`config.mk`:
```
export PLATFORM = sky130hd
export DESIGN_NAME = gpio_pin_arbiter
export DESIGN_NICKNAME = d
export VERILOG_FILES = /design/src/rtl/gpio_pin_arbiter_pkg.sv /design/src/rtl/gpio_rr_pick.sv /design/src/rtl/gpio_pin_arbiter.sv
export SDC_FILE = /design/constraint.sdc
export NUM_CORES = 1
export LEC_CHECK = 0
export ABC_AREA = 1
export CAP_MARGIN = 20
export CORE_MARGIN = 2
export CORE_UTILIZATION = 30
export DETAILED_ROUTE_END_ITERATION = 7
export PLACE_DENSITY = 0.48
export SYNTH_ARGS = -nofsm -noshare
export SYNTH_HDL_FRONTEND = slang
export SYNTH_HIERARCHICAL = 1
export SYNTH_SLANG_ARGS = --single-unit
export TNS_END_PERCENT = 20
```
`constraint.sdc`:
```
create_clock -name clk -period 2.85 [get_ports clk]
set_clock_uncertainty 0.15 [all_clocks]
set_input_delay 0.57 -clock clk [delete_from_list [all_inputs] [get_ports clk]]
set_output_delay 0.57 -clock clk [all_outputs]
set_load 0.005 [all_outputs]
```
`src/rtl/gpio_pin_arbiter_pkg.sv`:
```
// Shared encodings for the GPIO pin arbiter and the pin mux it steers.
// Select codes match the requester bit index; state codes are shared for debug visibility.
package gpio_pin_arbiter_pkg;

    localparam logic [1:0] SEL_UART0_TX = 2'd0;
    localparam logic [1:0] SEL_UART0_RX = 2'd1;
    localparam logic [1:0] SEL_PWM1     = 2'd2;
    localparam logic [1:0] SEL_OTHER    = 2'd3;

    localparam int unsigned NUM_REQ = 4;

    typedef enum logic [1:0] {
        ST_IDLE  = 2'd0,
        ST_GUARD = 2'd1,
        ST_OWNED = 2'd2
    } arb_state_e;

    function automatic logic [NUM_REQ-1:0] sel_onehot(input logic [1:0] s);
        return 4'b0001 << s;
    endfunction

endpackage

```
`src/rtl/gpio_rr_pick.sv`:
```
// Combinational round-robin pick: first set request scanning from last_owner+1 (mod 4).
// Zero latency; no handshake, any=0 when nothing is requested.
module gpio_rr_pick
    import gpio_pin_arbiter_pkg::*;
(
    input  logic [3:0] req,
    input  logic [1:0] last_owner,
    output logic [1:0] winner,
    output logic       any
);

    logic [1:0] idx;

    always_comb begin
        winner = last_owner;
        any    = 1'b0;
        idx    = 2'b00;
        // k=4 wraps back to last_owner, so a lone repeat requester still wins
        for (int k = 1; k <= NUM_REQ; k++) begin
            idx = last_owner + 2'(k);
            if (!any && req[idx]) begin
                winner = idx;
                any    = 1'b1;
            end
        end
    end

endmodule

```
`src/rtl/gpio_pin_arbiter.sv`:
```
// Hands one GPIO pin to one of four peripherals, with a driver-off guard window between owners.
// Grant rises GUARD_CYCLES+1 edges after the request is first seen; long holders yield after MAX_HOLD.
module gpio_pin_arbiter
    import gpio_pin_arbiter_pkg::*;
#(
    parameter int unsigned GUARD_CYCLES = 4,
    parameter int unsigned MAX_HOLD     = 8
) (
    input  logic       clk,
    input  logic       rst,
    input  logic [3:0] req,
    output logic [1:0] sel,
    output logic       pin_en,
    output logic [3:0] gnt,
    output logic       busy
);

    arb_state_e  state_q, state_d;
    logic [1:0]  sel_q, sel_d;
    logic [1:0]  last_owner_q, last_owner_d;
    logic [7:0]  guard_cnt_q, guard_cnt_d;
    logic [15:0] hold_cnt_q, hold_cnt_d;
    logic        pin_en_q, pin_en_d;
    logic [3:0]  gnt_q, gnt_d;
    logic        busy_q, busy_d;

    logic [1:0]  rr_winner;
    logic        rr_any;
    logic        owner_req;
    logic        others_pending;
    logic        guard_done;
    logic        hold_expired;

    gpio_rr_pick u_rr_pick (
        .req        (req),
        .last_owner (last_owner_q),
        .winner     (rr_winner),
        .any        (rr_any)
    );

    assign owner_req      = req[sel_q];
    assign others_pending = |(req & ~sel_onehot(sel_q));
    assign guard_done     = (guard_cnt_q == 8'(GUARD_CYCLES - 1));
    assign hold_expired   = (hold_cnt_q == 16'(MAX_HOLD));

    always_comb begin
        state_d      = state_q;
        sel_d        = sel_q;
        last_owner_d = last_owner_q;
        guard_cnt_d  = guard_cnt_q;
        hold_cnt_d   = hold_cnt_q;

        unique case (state_q)
            ST_IDLE: begin
                if (rr_any) begin
                    sel_d       = rr_winner;
                    guard_cnt_d = 8'd0;
                    state_d     = ST_GUARD;
                end
            end
            ST_GUARD: begin
                if (!owner_req) begin
                    state_d = ST_IDLE;
                end else if (guard_done) begin
                    state_d      = ST_OWNED;
                    last_owner_d = sel_q;
                    hold_cnt_d   = 16'd0;
                end else begin
                    guard_cnt_d = guard_cnt_q + 8'd1;
                end
            end
            ST_OWNED: begin
                // Release always goes through IDLE so the guard window is never skipped
                if (!owner_req || (hold_expired && others_pending)) begin
                    state_d = ST_IDLE;
                end else if (!hold_expired) begin
                    hold_cnt_d = hold_cnt_q + 16'd1;
                end
            end
            default: state_d = ST_IDLE;
        endcase

        pin_en_d = (state_d == ST_OWNED);
        gnt_d    = pin_en_d ? sel_onehot(sel_d) : 4'b0000;
        busy_d   = (state_d != ST_IDLE);
    end

    always_ff @(posedge clk) begin
        if (rst) begin
            state_q      <= ST_IDLE;
            sel_q        <= SEL_UART0_TX;
            last_owner_q <= SEL_OTHER;
            guard_cnt_q  <= 8'd0;
            hold_cnt_q   <= 16'd0;
            pin_en_q     <= 1'b0;
            gnt_q        <= 4'b0000;
            busy_q       <= 1'b0;
        end else begin
            state_q      <= state_d;
            sel_q        <= sel_d;
            last_owner_q <= last_owner_d;
            guard_cnt_q  <= guard_cnt_d;
            hold_cnt_q   <= hold_cnt_d;
            pin_en_q     <= pin_en_d;
            gnt_q        <= gnt_d;
            busy_q       <= busy_d;
        end
    end

    assign sel    = sel_q;
    assign pin_en = pin_en_q;
    assign gnt    = gnt_q;
    assign busy   = busy_q;

endmodule

```
## Yosys cells after proc, flatten, opt, wreduce, memory -nomap -nowiden

Cells that the tools add are included.

| operators by class | value |
|---|---|
| shifts and indexed selects | 2 |
| $lt $le $gt $ge | 5 |
| bitwise operators | 3 |
| add/subtract/negate cells | 5 |
| multiplexer cells | 34 |
| reduce and logical (&&, ||, !) cells | 18 |
| equal/unequal tests | 11 |

Operators by type and width:

| kind | number |
|---|---|
| $mux 16 | 4 |
| $pmux 16 s2 | 1 |
| $mux 8 | 3 |
| $mux 2 | 10 |
| $add 16x1->16 const B | 1 |
| $eq 16x4->1 const B | 1 |
| $pmux 8 s2 | 1 |
| $lt 2x3->1 const B | 5 |
| $ne 2x2->1 const B | 6 |
| $bmux 1 s2 | 5 |
| $mux 1 | 9 |
| $add 8x1->8 const B | 1 |
| $eq 8x2->1 const B | 1 |
| $shl 1x2->4 const A | 2 |
| $pmux 2 s3 | 1 |
| $reduce_bool 2->1 | 3 |
| $reduce_and 5->1 | 1 |
| $add 2x2->2 const B | 2 |
| $and 4x4->4 | 1 |
| $eq 2x2->1 const B | 2 |
| $logic_and 1x1->1 | 4 |
| $logic_not 1->1 | 4 |
| $not 4->4 | 1 |
| $reduce_and 4->1 | 1 |
| 8 further kinds | 8 |

| word-level totals | value |
|---|---|
| flip-flop bits (word level) | 36 |
| logic and storage cells | 86 |

## Depth between registers and ports, before layout

| logic depth | value |
|---|---|
| depth in word-level cells | 18 |
| depth in mapped cells | 15 |
| mapped depth without buffers | 13 |

## Hierarchy

Netlist, hierarchy kept.

By module, submodules not included:

| module | area an instance (sq um) | seq. area each (sq um) | cells an instance | instances |
|---|---|---|---|---|
| gpio_pin_arbiter | 2119.5 | 720.7 | 331 | 1 |
| gpio_rr_pick | 231.5 | 0.0 | 46 | 1 |

## Least setup slack after synthesis

OpenSTA, ideal clock, no wires.

| path | value |
|---|---|
| path type | input -> register |
| start point | input port req[2] |
| end point | register guard_cnt_q[3] |
| setup time | 0.115 ns |
| data arrival time | 1.717 ns |
| stages | 12 |
| data required time | 2.585 ns |
| path slack | 0.868 ns |
| path through | nand2_1 nand2_2 nand2_2 nand2_4 a21oi_2 nand4_1 nand2_1 nand2_1 buf_4 nand2_1 xor2_1 nor2_1 |

| on the way | value |
|---|---|
| longest elaborated chain between the ends | 14 |

RTL lines:

| item | line | source |
|---|---|---|
| from (decl) | gpio_pin_arbiter.sv:11 | `input logic [3:0] req,` |
| $bmux 1 s2 | gpio_rr_pick.sv:21 | `if (!any && req[idx]) begin` |
| $mux 1 (not written as such) | gpio_rr_pick.sv:21 |  |
| $mux 1 | gpio_rr_pick.sv:21 |  |
| $logic_not 1->1 | gpio_rr_pick.sv:21 |  |
| $logic_and 1x1->1 | gpio_rr_pick.sv:21 |  |
| $mux 1 | gpio_rr_pick.sv:21 |  |
| $logic_not 1->1 | gpio_rr_pick.sv:21 |  |
| $logic_and 1x1->1 | gpio_rr_pick.sv:21 |  |
| $mux 1 | gpio_rr_pick.sv:21 |  |
| $logic_not 1->1 | gpio_rr_pick.sv:21 |  |
| $logic_and 1x1->1 | gpio_rr_pick.sv:21 |  |
| $mux 1 * | gpio_rr_pick.sv:21 |  |
| net rr_any | gpio_pin_arbiter.sv:28 | `logic rr_any;` |
| $ne 2x2->1 (no line) * | - |  |
| $reduce_and 4->1 (no line) * | - |  |
| to (signal assigned) | gpio_pin_arbiter.sv:102 | `guard_cnt_q <= guard_cnt_d;` |
| to (decl) | gpio_pin_arbiter.sv:21 | `logic [7:0] guard_cnt_q, guard_cnt_d;` |

The timed path passes the listed nets; every way through them passes the cells marked *. The select of a mux whose other input is x is not followed.
A chain may end at the register's enable or synchronous reset.

## Worst setup path after layout

| path | value |
|---|---|
| start point | input port req[0] |
| end point | register guard_cnt_q[3] |

The elaborated chain is that of the path after synthesis.

==> results.tsv <==
metric	value	unit
status	complete, no violations	
syn2layout_area_growth	12.2	%
routed_wl	5.52	mm
cts_hold_buffers	0	
seqCellArea	721	um2
final_hold_viol_count	0	
synth_cells	377	
r2r_end	guard_cnt_q[3]	
ys_top_cells_by_area	dfxtp_1, nand2_1, nor2_1	
synth_nets	386	
yosysUniqueCellTypes	33	
cts.repair.resized	0	
cp-endpoint	guard_cnt_q[3]	
multi_input_area	1400	um2
min_period	2.47	ns
synth-main-ff-cell	dfxtp_1	
final_util	34.5	%
drt_iter0_drc	101	
synth-async-reset-ratio	0	%
fin_crit_sh	86.5	%
setup-tns-final	0	ns
grt_max_degree	20	
cp-start-kind	input pin	
clk_pin_slew	0.08	ns
grt_usage	13.7	%
finalSetupViolations	0	
io-pin-count	14	
die_area	8560	um2
irDropWorstVdd	178	uV
synth_top_area_share	30.7	%
cts_tree	built	
grt_remaining_overflow	0	
path_max_fanout	11	
die_w	92.5	um
r2r_start	last_owner_q[0]	
leakage	0.00106	uW
nets	401	
yosys.area.top_type	dfxtp_1	
rsz0062_at_grt	false	
clk_latency	0.30	ns
grt_first_pass_wirelength	9.52	mm
htreeDepth	2	
numCtsBuffers	5	
gp_congestion	0.815	
yosysSeqAreaShare	30.7	%
io_buffer_count	13	
clock-sinks	36	
end_kind	flip-flop	
root_buffer	clkbuf_8	
std_cell_rows	32	
die_h	92.5	um
antenna_left	0	
cp.arrival	2.51	ns
synth_commonest_cells	nand2_1, nor2_1, nand3_1, dfxtp_1, inv_1	
synth_seq_cells	36	
synth_most_common_cell	nand2_1	
dr_wl_met2	2.26	mm
routedWlPerCell	11.2	um
top_layer_used	met4	
setup.worst_path.start	req[0]	
cp.required	2.89	ns
postCtsSetupRepairBufs	0	
core_area	7650	um2
initial_core_util	30.7	%
fillerInstances	817	
antenna_cells	0	
synth_edf_count	0	
relSlewSlack	70.9	%
antenna_found_initial	0	
dr_total_vias	2259	
dr_wl_met3	131	um
first_pass_iters	4	
p_per_area	422	nW/um2
worst_pin_slew	0.436	ns
drv_cap	0	
syn_avg_cell_area	6.24	um2
yosysWarnings	6	
drv_slew	0	
drc	0	
drive_above_1_share	8.14	%
timing.fmax	406	MHz
grt_pass1_vias	2048	
worst-setup-path-type	input pin to flip-flop	
worstHoldPathType	flip-flop to flip-flop	
drt-met1-wl	3.04	mm
hpwl	4.13	mm
clock_path_buffers	2	
vias_per_cell	4.56	
rrSetupSlack	0.47	ns
syn_area	2350	um2
worst-r2r-cell-count	12	
stage by stage:
stage | setup slack (ns) | area [um2] | power (uW) | hold slack, ns | cells
after global placement | 0.162 | 2540 | 734 | 0.308 | 487
after floorplan | 0.868 | 2350 | 683 | 0.285 | 377
final | 0.385 | 2640 | 1110 | 0.314 | 495
after detailed placement | 0.0774 | 2540 | 732 | 0.308 | 487
after CTS | 0.395 | 2640 | 1130 | 0.320 | 495
after global routing | 0.141 | 2640 | 1180 | 0.352 | 495
layout by cell type, fill, tap and decap left out, drive strengths merged:
cell	Yosys	routed
o21bai	1	1
xor2	9	9
clkinvlp	0	1
nand3	43	43
nand2	124	124
nand4	9	9
o21ai	7	7
clkinv	1	1
o211a	1	1
clkbuf	2	7
a211oi	1	1
nand3b	1	1
buf	6	4
or2	1	1
a21boi	1	1
o211ai	2	2
a21oi	21	21
dfxtp	36	36
nor3	2	2
nor2	69	69
ha	3	3
clkdlybuf4s50	0	13
inv	36	36
flip-flops by register name, indices dropped and copies added (netlist names):
name,count
gnt,4
last_owner_q,2
hold_cnt_q,16
state_q,2
pin_en,1
sel,2
busy,1
guard_cnt_q,8
cell type report:
type,count,area share [%]
clock buffer,7,3.27
clock inverter,1,0.284
inverter,37,5.36
multi-input combinational,295,52.9
sequential,36,27.3
tap,102,4.84
timing repair buffer,17,6.07
kinds of logic after synthesis:
group,synth area share (%)
AO/OA/AOI/OAI,8.14
AND/OR/NAND/NOR,46.2
XOR/XNOR,3.35
flip-flops,30.7
adder cells (fa/ha/maj),1.60
buffers and inverters,10.0
critical path, stage by stage:
cell,delay [ns]
clkdlybuf4s50_1,0.49
nand2_1,0.10
nand2_1,0.08
nand2_2,0.10
nand2_4,0.06
a21oi_2,0.14
nand4_1,0.12
nand2_1,0.21
nand2_1,0.27
nand2_1,0.15
xor2_1,0.15
nor2_1,0.05
per-layer routing:
layer	vias up	track usage [%]
met5	-	0
met4	0	5.10
met3	8	2.60
met2	20	21.0
met1	1005	19.1
li1	1226	-
worst min path at each step:
stage | start | to | slack (ns) | cells after the start
after global routing | guard_cnt_q[6] | guard_cnt_q[6] | 0.35 | 2
final | guard_cnt_q[6] | guard_cnt_q[6] | 0.31 | 2
after detailed placement | guard_cnt_q[6] | guard_cnt_q[6] | 0.31 | 2
after CTS | guard_cnt_q[6] | guard_cnt_q[6] | 0.32 | 2
after floorplan | guard_cnt_q[6] | guard_cnt_q[6] | 0.29 | 2
after global placement | guard_cnt_q[6] | guard_cnt_q[6] | 0.31 | 2
report_power, final:
| part | internal, uW | switching, uW | leakage [uW] | total (uW) |
|---|---|---|---|---|
| clock network | 197 | 198 | 0.0000445 | 395 |
| logic | 68.1 | 121 | 0.000723 | 189 |
| registers | 515 | 14.5 | 0.000292 | 530 |
| total | 780 | 334 | 0.00106 | 1110 |
Note: power is estimated with default switching activity, not from simulation.
